$ cat config.mk
export PLATFORM = sky130hd
export DESIGN_NAME = key_event
export DESIGN_NICKNAME = d
export VERILOG_FILES = /design/src/rtl/key_event_pkg.sv /design/src/rtl/key_edge_detect.sv /design/src/rtl/key_event.sv
export SDC_FILE = /design/constraint.sdc
export NUM_CORES = 1
export LEC_CHECK = 0
export BUFFER_PORTS_ARGS = -buffer_cell sky130_fd_sc_hd__buf_4
export CAP_MARGIN = 5
export CORE_AREA = 4 4 41 43
export CTS_CLUSTER_SIZE = 10
export DETAILED_ROUTE_END_ITERATION = 10
export DIE_AREA = 0 0 45 47
export GPL_TIMING_DRIVEN = 1
export PLACE_DENSITY = 0.63
export SLEW_MARGIN = 0
export SYNTH_ARGS = -nofsm -noshare
export SYNTH_HDL_FRONTEND = slang
export SYNTH_SLANG_ARGS = --single-unit
export TNS_END_PERCENT = 10
$ cat constraint.sdc
create_clock -name clk_db -period 1.5 [get_ports clk_db]
set_input_delay 0.3 -clock clk_db [delete_from_list [all_inputs] [get_ports clk_db]]
set_output_delay 0.3 -clock clk_db [all_outputs]
set_load 0.02 [all_outputs]
$ cat src/rtl/key_event_pkg.sv
// key_event_pkg: state encodings and default parameter constants for key_event.
`default_nettype none

package key_event_pkg;

  typedef enum logic [1:0] {
    IDLE    = 2'd0,
    PRESSED = 2'd1,
    LONG    = 2'd2
  } key_state_e;

  localparam int DEF_LONG_PRESS_LENGTH    = 16;
  localparam int DEF_LONG_PRESS_BIT_WIDTH = 4;
  localparam int DEF_REPEAT_PERIOD        = 4;
  localparam int DEF_REPEAT_BIT_WIDTH     = 2;

endpackage

`default_nettype wire

$ cat src/rtl/key_edge_detect.sv
// key_edge_detect: registers the previous debounced level (reset 1, key up)
// and produces fall (press) / rise (release) strobes for the key FSM.
`default_nettype none

module key_edge_detect (
  input  logic clk_db,
  input  logic reset_n,
  input  logic level_n_i,
  output logic fall_o,
  output logic rise_o
);

  logic level_q;

  always_ff @(posedge clk_db) begin
    if (!reset_n) begin
      level_q <= 1'b1;
    end else begin
      level_q <= level_n_i;
    end
  end

  assign fall_o = level_q & ~level_n_i;
  assign rise_o = ~level_q & level_n_i;

endmodule

`default_nettype wire

$ cat src/rtl/key_event.sv
// key_event: press / release / long-press / auto-repeat pulse generator for a
// debounced active-low key. Auto-repeat is built in only when KEY_EVENT_REPEAT_EN is defined.
`default_nettype none

module key_event
  import key_event_pkg::*;
#(
  parameter int LONG_PRESS_LENGTH    = DEF_LONG_PRESS_LENGTH,
  parameter int LONG_PRESS_BIT_WIDTH = DEF_LONG_PRESS_BIT_WIDTH,
  parameter int REPEAT_PERIOD        = DEF_REPEAT_PERIOD,
  parameter int REPEAT_BIT_WIDTH     = DEF_REPEAT_BIT_WIDTH
) (
  input  logic clk_db,
  input  logic reset_n,
  input  logic signal_debounced_n,
  output logic key_press,
  output logic key_release,
  output logic key_long,
  output logic key_repeat,
  output logic key_held
);

  if ((LONG_PRESS_LENGTH < 2) || ((2 ** LONG_PRESS_BIT_WIDTH) < LONG_PRESS_LENGTH) ||
      (REPEAT_PERIOD < 1) || ((2 ** REPEAT_BIT_WIDTH) < REPEAT_PERIOD)) begin : g_bad_params
    $error("key_event: illegal parameter combination");
  end

  // The hold count holds samples-so-far; reaching LONG_PRESS_LENGTH is detected
  // one step early so the count always fits in LONG_PRESS_BIT_WIDTH bits.
  localparam logic [LONG_PRESS_BIT_WIDTH-1:0] HOLD_LAST =
    LONG_PRESS_BIT_WIDTH'(LONG_PRESS_LENGTH - 1);
  localparam logic [LONG_PRESS_BIT_WIDTH-1:0] HOLD_ONE = LONG_PRESS_BIT_WIDTH'(1);

  logic       fall;
  logic       rise;
  key_state_e state_q;
  logic [LONG_PRESS_BIT_WIDTH-1:0] hold_q;
  logic       press_q;
  logic       release_q;
  logic       long_q;
  logic       held_q;

`ifdef KEY_EVENT_REPEAT_EN
  localparam logic [REPEAT_BIT_WIDTH-1:0] REP_LAST = REPEAT_BIT_WIDTH'(REPEAT_PERIOD - 1);
  localparam logic [REPEAT_BIT_WIDTH-1:0] REP_ONE  = REPEAT_BIT_WIDTH'(1);
  logic [REPEAT_BIT_WIDTH-1:0] rep_q;
  logic                        repeat_q;
`endif

  key_edge_detect u_edge (
    .clk_db    (clk_db),
    .reset_n   (reset_n),
    .level_n_i (signal_debounced_n),
    .fall_o    (fall),
    .rise_o    (rise)
  );

  always_ff @(posedge clk_db) begin
    if (!reset_n) begin
      state_q   <= IDLE;
      hold_q    <= '0;
      press_q   <= 1'b0;
      release_q <= 1'b0;
      long_q    <= 1'b0;
      held_q    <= 1'b0;
`ifdef KEY_EVENT_REPEAT_EN
      rep_q     <= '0;
      repeat_q  <= 1'b0;
`endif
    end else begin
      press_q   <= 1'b0;
      release_q <= 1'b0;
      long_q    <= 1'b0;
`ifdef KEY_EVENT_REPEAT_EN
      repeat_q  <= 1'b0;
`endif
      case (state_q)
        IDLE: begin
          if (fall) begin
            press_q <= 1'b1;
            held_q  <= 1'b1;
            hold_q  <= HOLD_ONE;
            state_q <= PRESSED;
          end
        end

        PRESSED: begin
          if (rise) begin
            release_q <= 1'b1;
            held_q    <= 1'b0;
            hold_q    <= '0;
            state_q   <= IDLE;
          end else if (hold_q == HOLD_LAST) begin
            long_q  <= 1'b1;
            state_q <= LONG;
`ifdef KEY_EVENT_REPEAT_EN
            rep_q   <= '0;
`endif
          end else begin
            hold_q <= hold_q + HOLD_ONE;
          end
        end

        LONG: begin
          // hold_q stays saturated here, so key_long cannot fire again
          if (rise) begin
            release_q <= 1'b1;
            held_q    <= 1'b0;
            hold_q    <= '0;
            state_q   <= IDLE;
`ifdef KEY_EVENT_REPEAT_EN
            rep_q     <= '0;
`endif
          end else begin
`ifdef KEY_EVENT_REPEAT_EN
            if (rep_q == REP_LAST) begin
              repeat_q <= 1'b1;
              rep_q    <= '0;
            end else begin
              rep_q <= rep_q + REP_ONE;
            end
`endif
          end
        end

        default: begin
          state_q <= IDLE;
          held_q  <= 1'b0;
          hold_q  <= '0;
        end
      endcase
    end
  end

  assign key_press   = press_q;
  assign key_release = release_q;
  assign key_long    = long_q;
  assign key_held    = held_q;
`ifdef KEY_EVENT_REPEAT_EN
  assign key_repeat  = repeat_q;
`else
  assign key_repeat  = 1'b0;
`endif

endmodule

`default_nettype wire
### After elaboration in Yosys (flattened, before gate mapping)

Cells that the tools add are included.

| storage, ports and cells | value |
|---|---|
| register bits after elaboration | 11 |
| latch bits | 0 |
| memory bits (writable) | 0 |
| ROM bits | 0 |
| output and inout bits | 5 |
| memories kept | 0 |

| operators by class | value |
|---|---|
| add/subtract/negate cells | 1 |
| multiply operators | 0 |
| div/mod/pow operators | 0 |
| $lt $le $gt $ge | 0 |
| equal/unequal tests | 8 |
| shift-type cells | 0 |
| multiplexer cells | 16 |
| bitwise logic cells | 6 |
| reductions and logical operators | 8 |

Operators by type and width:

| operator | count |
|---|---|
| $mux 4 | 4 |
| $pmux 4 s3 | 1 |
| $mux 2 | 4 |
| $ne 3x3->1 const B | 2 |
| $pmux 2 s3 | 1 |
| $reduce_and 2->1 | 3 |
| $reduce_and 3->1 | 2 |
| $mux 1 | 5 |
| $add 4x1->4 const B | 1 |
| $eq 4x4->1 const B | 1 |
| $ne 2x2->1 const B | 2 |
| $not 1->1 | 4 |
| $reduce_or 3->1 | 1 |
| $and 1x1->1 | 2 |
| $eq 2x1->1 const B | 1 |
| $eq 2x2->1 const B | 1 |
| $logic_not 2->1 | 1 |
| $ne 2x1->1 const B | 1 |
| $pmux 1 s2 | 1 |
| $reduce_or 2->1 | 1 |

### Longest topological paths before layout

Gate-level depths: netlist of the first run.

| logic depth | value |
|---|---|
| word-level depth | 4 |
| mapped depth | 5 |
| mapped depth without buffers | 5 |

### Modules after synthesis

A second synthesis of the first run with hierarchy kept.

| second synthesis, totals | value |
|---|---|
| cell total of the unflattened synthesis | 58 |
| area, all modules | 578.1 µm² |

Modules (own cells, without submodules):

| module | times used | cells an instance | area each (µm²) | sequential area each (µm²) |
|---|---|---|---|---|
| key_event | 1 | 54 | 539.3 | 200.2 |
| key_edge_detect | 1 | 4 | 38.8 | 20.0 |

### Worst setup path before layout of the first run

OpenSTA, ideal clock, no wires.

| timing path | value |
|---|---|
| path type | reg2reg |
| start point | register state_q[0] |
| end point | register hold_q[1] |
| library setup time | 0.117 ns |
| arrival time | 1.192 ns |
| data required time | 1.383 ns |
| path slack | 0.191 ns |
| cell stages (with the launch flop) | 6 |
| path buffers | 0 |
| clock period less this slack | 1.309 ns |
| cell sequence | dfxtp_1 > inv_1 > ha_1 > a21oi_2 > o22ai_1 > a32o_1 |

| between the ends | value |
|---|---|
| cells in the longest elaborated chain, start to end | 3 |

Ends and longest elaborated chain:

| what | line | text |
|---|---|---|
| start: declaration | key_event.sv:36 | `key_state_e state_q;` |
| start signal: assignment | key_event.sv:60 | `state_q <= IDLE;` |
| start signal: assignment | key_event.sv:83 | `state_q <= PRESSED;` |
| start signal: assignment | key_event.sv:92 | `state_q <= IDLE;` |
| $eq 2x1->1, or another cell as far along | key_event.sv:77 | `case (state_q)` |
| $ne 3x3->1 (no line) / $ne 2x2->1 (equally long branches) | n/a |  |
| $reduce_and 3->1 (no line) | n/a |  |
| end signal: assignment | key_event.sv:100 | `hold_q <= hold_q + HOLD_ONE;` |
| end: declaration | key_event.sv:37 | `logic [LONG_PRESS_BIT_WIDTH-1:0] hold_q;` |

Several ways; a longest one is shown, not always the timed one.
A chain may end at the register's enable or synchronous reset.

### Worst setup path in the final report of the first run

Ends and elaborated chain as after synthesis.

==> results of run 1 <==
layout make-up:
type	instances	share of cell area (%)
multi-input cells	45	49.3
flip-flops and latches	11	33.5
repair buffers	6	6.86
clock buffers	4	4.00
inverters	6	3.43
well taps	15	2.86
registers in the layout, summed over array words and instances (netlist names):
signal and flops:
key_release 1, key_long 1, state_q 2, hold_q 4, u_edge.level_q 1, key_held 1, key_press 1
synth_stat cells:
| cell type | number | share of area (%) |
|---|---|---|
| a21oi_1 | 2 | 1.8 |
| a21oi_2 | 1 | 1.6 |
| a221oi_2 | 4 | 11 |
| a32o_1 | 1 | 1.8 |
| and2_1 | 1 | 1.1 |
| and3_1 | 1 | 1.1 |
| buf_4 | 1 | 1.3 |
| conb_1 | 1 | 0.66 |
| dfxtp_1 | 11 | 39 |
| ha_1 | 4 | 8.9 |
| inv_1 | 6 | 4.0 |
| mux2i_1 | 1 | 1.8 |
| nand2_1 | 8 | 5.3 |
| nand2b_1 | 2 | 2.2 |
| nand2b_4 | 1 | 2.4 |
| nand3_1 | 3 | 2.7 |
| nor2_1 | 4 | 2.7 |
| nor2_2 | 1 | 1.1 |
| nor3_1 | 2 | 1.8 |
| o21ai_0 | 5 | 4.4 |
| o22ai_1 | 2 | 2.2 |
| or2_4 | 1 | 1.6 |
worst register-to-register path, cell delays in order (launching register included):
cell     delay (ps)
dfxtp_1         350
inv_1            70
ha_1            240
nor2_2          220
o22ai_1         130
a32o_1          270
path summary, 6_finish.rpt:
kind                                                   to  slack [ps]  cells after the start
worst max-delay path               hold_q[1]$_SDFFE_PN0P_         120                      5
worst min-delay path            u_edge.level_q$_SDFF_PN1_         260                      2
worst max register to register     hold_q[1]$_SDFFE_PN0P_         120                      5
worst min register to register    state_q[0]$_SDFFE_PN0P_         490                      2
power by group:
part	internal (mW)	leakage [nW]	total, mW	switching, mW
sequential	0.323	0.0899	0.345	0.0214
combinational	0.109	0.155	0.268	0.159
clock	0.103	0.0150	0.204	0.101
total	0.535	0.260	0.816	0.282
kinds of logic after synthesis:
family                   count (synthesis)  synth area share [%]
buffers and inverters                    7                  5.32
other                                    1                 0.665
flip-flops                              11                  39.0
AO/OA/AOI/OAI                           15                  22.4
adder cells (fa/ha/maj)                  4                  8.87
AND/OR/NAND/NOR                         24                  22.0
multiplexers                             1                  1.77
per-layer routing:
metal | vias to the layer above | GRT usage, %
met5 | - | 0
met4 | 0 | 12.3
met2 | 6 | 16.1
li1 | 237 | -
met1 | 201 | 14.7
met3 | 2 | 3.45
per-stage QoR:
stage                     total power [mW]  hold WS (ps)  worst slack [ps]
final                                0.816           255               116
after global routing                 0.882           254              8.91
after CTS                            0.821           241              79.4
after detailed placement             0.609           479              84.1
after global placement               0.608           464               124
after floorplan                      0.548           373               191
what timing repair did:
| action | in CTS | in global routing |
|---|---|---|
| setup buffers | 0 | 0 |
| resized for setup | 0 | 2 |
| setup endpoints to repair | 0 | 2 |
==> summary.md, run 1 <==
| Metric | Value |
|---|---|
| Post-route insts no fill | `87` |
| DRC | `0` |
| Leakage | `0.260 nW` |
| Post-synthesis sequential area ratio | `39.0%` |
| RSZ-0062 raised after global routing | `no` |
| Fmax | `723 MHz` |
| Final Instance Area | `657 sq um` |
| Placed cells | `83` |
| Max-slew violation count | `0` |
| CP Launch Type | `register` |
| Post-DP Area | `621 sq um` |
| Initial antenna violation count | `0` |
| # diodes | `0` |
| Via count | `446` |
| Nets | `80` |
| CTS Root Cell | `clkbuf_4` |
| Worst Setup SP | `state_q[0]$_SDFFE_PN0P_` |
| Total I/O pin count | `8` |
| Via density | `5.13` |
| Top Family by Delay on Critical Path | `compound AO/OA/AOI/OAI gates` |
| Worst path required time | `1660 ps` |
| Drt initial violations | `6` |
| Final Hold Fails | `0` |
| Num Clock Sinks | `11` |
| Remaining Overflow, GRT | `0` |
| Worst skew pair latency | `270 ps` |
| Share of layout cells above drive strength 1 | `25.0%` |
| Core Util, Final | `50.5%` |
| Wire length per cell | `12.1 um` |
| WL final | `1050 um` |
| Number of synthesized register bits | `11` |
| CP max-delay cell | `dfxtp_1` |
| Global-route wire length before repair | `1690 um` |
| Worst-path clk slew | `70 ps` |
| Area of the multi-input gates | `324 sq um` |
| Metal2 WL | `443 um` |
| Die height | `47 um` |
| Drt pass-1 iters | `4` |
| Gpl congestion | `0.819` |
| Register area | `220 sq um` |
| Yosys warnings | `0` |
| CTS buffer count | `3` |
| Total track usage | `12.0%` |
| Worst path bufs/invs | `1` |
| PD cells | `1240 nW/um^2` |
| CP Capture Type | `register` |
| CTS Buffer Depth | `2` |
| H-tree levels | `1` |
| Vias in the first global route | `390` |
| Fill count | `125` |
| Max stage delay on crit path | `350 ps` |
| Hold buffer count at cts | `0` |
| Metal-1 WL | `545 um` |
| HP Start | `signal_debounced_n` |
| Worst setup path class | `reg2reg` |
| Syn avg cell area | `8.96 sq um` |
| Crit-path cells | `inv_1 > ha_1 > nor2_2 > o22ai_1 > a32o_1` |
| Most frequent cells in the layout | `dfxtp_1, nand2_1, inv_1, buf_4, o21ai_0` |
| # setup viols final | `0` |
| Die ar. | `2120 sq um` |
| Top layer in use | `met4` |
| WP data arrival | `1550 ps` |
| HP Class | `in2reg` |
| Buffers on Ports | `6` |
| Commonest non-fill, non-tap cell in the layout | `dfxtp_1` |
| Met3 WL | `32 um` |
| Syn Nets | `70` |
| Cells after Synth | `63` |
| Status | `finished clean` |
| R2R Path Start | `state_q[0]$_SDFFE_PN0P_` |
| TritonCTS clock tree | `built` |
| Antenna Violating Nets Remaining | `0` |
| Setup TNS after final layout | `0 ps` |
| Detailed placement HPWL | `831 um` |
| Area grow syn2layout | `16.4%` |
| Final period util | `92.2%` |
| Synth Cell Area | `564 sq um` |
| Pin count of the biggest net entering global routing | `8` |
| Clock skew | `3.40 ps` |
| # rows | `13` |
| Worst VDD drop | `0.485 mV` |
| Final min period | `1380 ps` |
| CP max FO | `6` |
| Die Wd | `45 um` |
| Initial core utilization | `43.4%` |
| Unique masters post-synth | `22` |
| Core area | `1300 sq um` |
| Max Cap Viol | `0` |
Note: power is estimated with default switching activity, not from simulation.
==> run 2: changes to the inputs <==
Settings changed: CTS_CLUSTER_DIAMETER set to 30, REMOVE_ABC_BUFFERS set to 1.
==> run 2 against run 1 <==
  * First-iteration DRC count is 17% lower
  * Setup slack worse by 20 ps
  * Count of clock-buffer cells in the layout unchanged
  * Global-route usage shrank 0.20 points
  * Register-to-register slack got worse by 20 ps
  * Hold slack worse by 4.0 ps
  * Non-clock buffer count is 1 higher
  * Design area up 2.3%
  * Critical path depth did not move
  * Cell count rose by 1.1%
  * Core utilization is 1.2 points higher
  * Via count grew 8.5%
==> summary.md, run 2 (synthesis gave the netlist of run 1 again) <==
| Metric | Value |
|---|---|
| Status | `finished clean` |
| # setup viols final | `0` |
| Detailed placement HPWL | `764 um` |
| Vias in the first global route | `452` |
| Max-slew violation count | `0` |
| Num Clock Sinks | `11` |
| Total track usage | `11.8%` |
| CTS Buffer Depth | `2` |
| Wire length per cell | `12.4 um` |
| Die ar. | `2120 sq um` |
| CTS buffer count | `3` |
| Worst path bufs/invs | `1` |
| Via count | `484` |
| Most frequent cells in the layout | `dfxtp_1, nand2_1, buf_4` |
| Worst VDD drop | `0.603 mV` |
| Setup TNS after final layout | `0 ps` |
| H-tree levels | `1` |
| CP Launch Type | `register` |
| Die height | `47 um` |
| Global-route wire length before repair | `1790 um` |
| Drt initial violations | `5` |
| WP data arrival | `1580 ps` |
| Worst-path clk slew | `70 ps` |
| Post-DP Area | `621 sq um` |
| Crit-path cells | `inv_1 > ha_2 > a21oi_4 > or2_4 > a221oi_2` |
| Top Family by Delay on Critical Path | `compound AO/OA/AOI/OAI gates` |
| Worst skew pair latency | `260 ps` |
| CTS Root Cell | `clkbuf_4` |
| Max Cap Viol | `0` |
| Worst path required time | `1680 ps` |
| Total I/O pin count | `8` |
| Largest Register | `hold_q` |
| Gpl congestion | `0.771` |
| Share of layout cells above drive strength 1 | `27.4%` |
| Core area | `1300 sq um` |
| Buffers on Ports | `6` |
| Clock skew | `1.14 ps` |
| CP max-delay cell | `dfxtp_1` |
| HP Class | `in2reg` |
| WL final | `1090 um` |
| Final Hold Fails | `0` |
| Initial antenna violation count | `0` |
| Max stage delay on crit path | `340 ps` |
| CP max FO | `6` |
| TritonCTS clock tree | `built` |
| Fmax | `712 MHz` |
| Core Util, Final | `51.6%` |
| Largest regs | `hold_q x4, state_q x2` |
| Nets | `81` |
| PD cells | `1240 nW/um^2` |
| # diodes | `0` |
| Final Instance Area | `672 sq um` |
| DRC | `0` |
| Area grow syn2layout | `19.1%` |
| Pin count of the biggest net entering global routing | `8` |
| # rows | `13` |
| CP Capture Type | `register` |
| Initial core utilization | `43.4%` |
| Antenna Violating Nets Remaining | `0` |
| Final period util | `93.6%` |
| Drt pass-1 iters | `4` |
| Leakage | `0.264 nW` |
| Worst setup path class | `reg2reg` |
| Via density | `5.50` |
| Max FFs per register | `4` |
| RSZ-0062 raised after global routing | `no` |
| Die Wd | `45 um` |
| Commonest non-fill, non-tap cell in the layout | `dfxtp_1` |
| Remaining Overflow, GRT | `0` |
| Final min period | `1400 ps` |
[run 2: cell count changes in the layout (fill, tap and decap cells not counted)]
| cell | before | now |
|---|---|---|
| buf_4 | 6 | 7 |
| ha_1 | 3 | 2 |
| ha_2 | 1 | 2 |
| nor2_2 | 1 | 0 |
| nor2_4 | 0 | 1 |
[run 2: area by class of cell]
type	count	area (sq um)
clock buffer	4	26.3
sequential	11	220
tap	15	18.8
multi-input combinational	45	332
fill	129	629
timing repair buffer	7	52.6
inverter	6	22.5
[run 2: per-layer routing]
layer | up-vias | global-route usage [%] | share of wire (%)
met5 | - | 0 | 0
met4 | 0 | 8.77 | 2.1
met3 | 4 | 2.68 | 4.5
met2 | 11 | 19.5 | 49
met1 | 228 | 13.2 | 44
li1 | 241 | - | -
[run 2: through the flow]
stage               hold WS [ps]  total power [mW]  worst slack, ps  instances
floorplan                    373             0.546              191         62
global placement             473             0.606             99.2         83
detailed placement           484             0.606             81.8         83
CTS                          249             0.808             58.9         87
global route                 267             0.889             3.05         88
finish                       251             0.834             96.3         88
[run 2: path summary, 6_finish.rpt]
| path | end | cells past startpoint | slack, ps | start |
|---|---|---|---|---|
| max | state_q[1]$_SDFFE_PN0P_ | 5 | 100 | state_q[0]$_SDFFE_PN0P_ |
| max reg2reg | state_q[1]$_SDFFE_PN0P_ | 5 | 100 | state_q[0]$_SDFFE_PN0P_ |
| min reg2reg | key_held$_SDFFE_PN0P_ | 2 | 500 | key_held$_SDFFE_PN0P_ |
| min | u_edge.level_q$_SDFF_PN1_ | 2 | 250 | signal_debounced_n |
[run 2: power by group]
group / internal (mW) / switching [mW] / leakage, nW
registers: 0.323 / 0.0248 / 0.0899
clock network: 0.103 / 0.0971 / 0.0150
logic: 0.120 / 0.166 / 0.160
[run 2: worst register-to-register path, delay by kind of cell (launching register included)]
kind / cells / cell delay (ps)
compound gates: 2 / 360
fa+ha+maj: 1 / 240
flops: 1 / 340
simple gates: 1 / 290
buf+inv: 1 / 90
[run 2: timing repair]
item,4_1_cts,5_1_grt
hold buffers,0,0
resized for setup,0,4
endpoints found under the setup margin,0,5
setup buffers,0,1
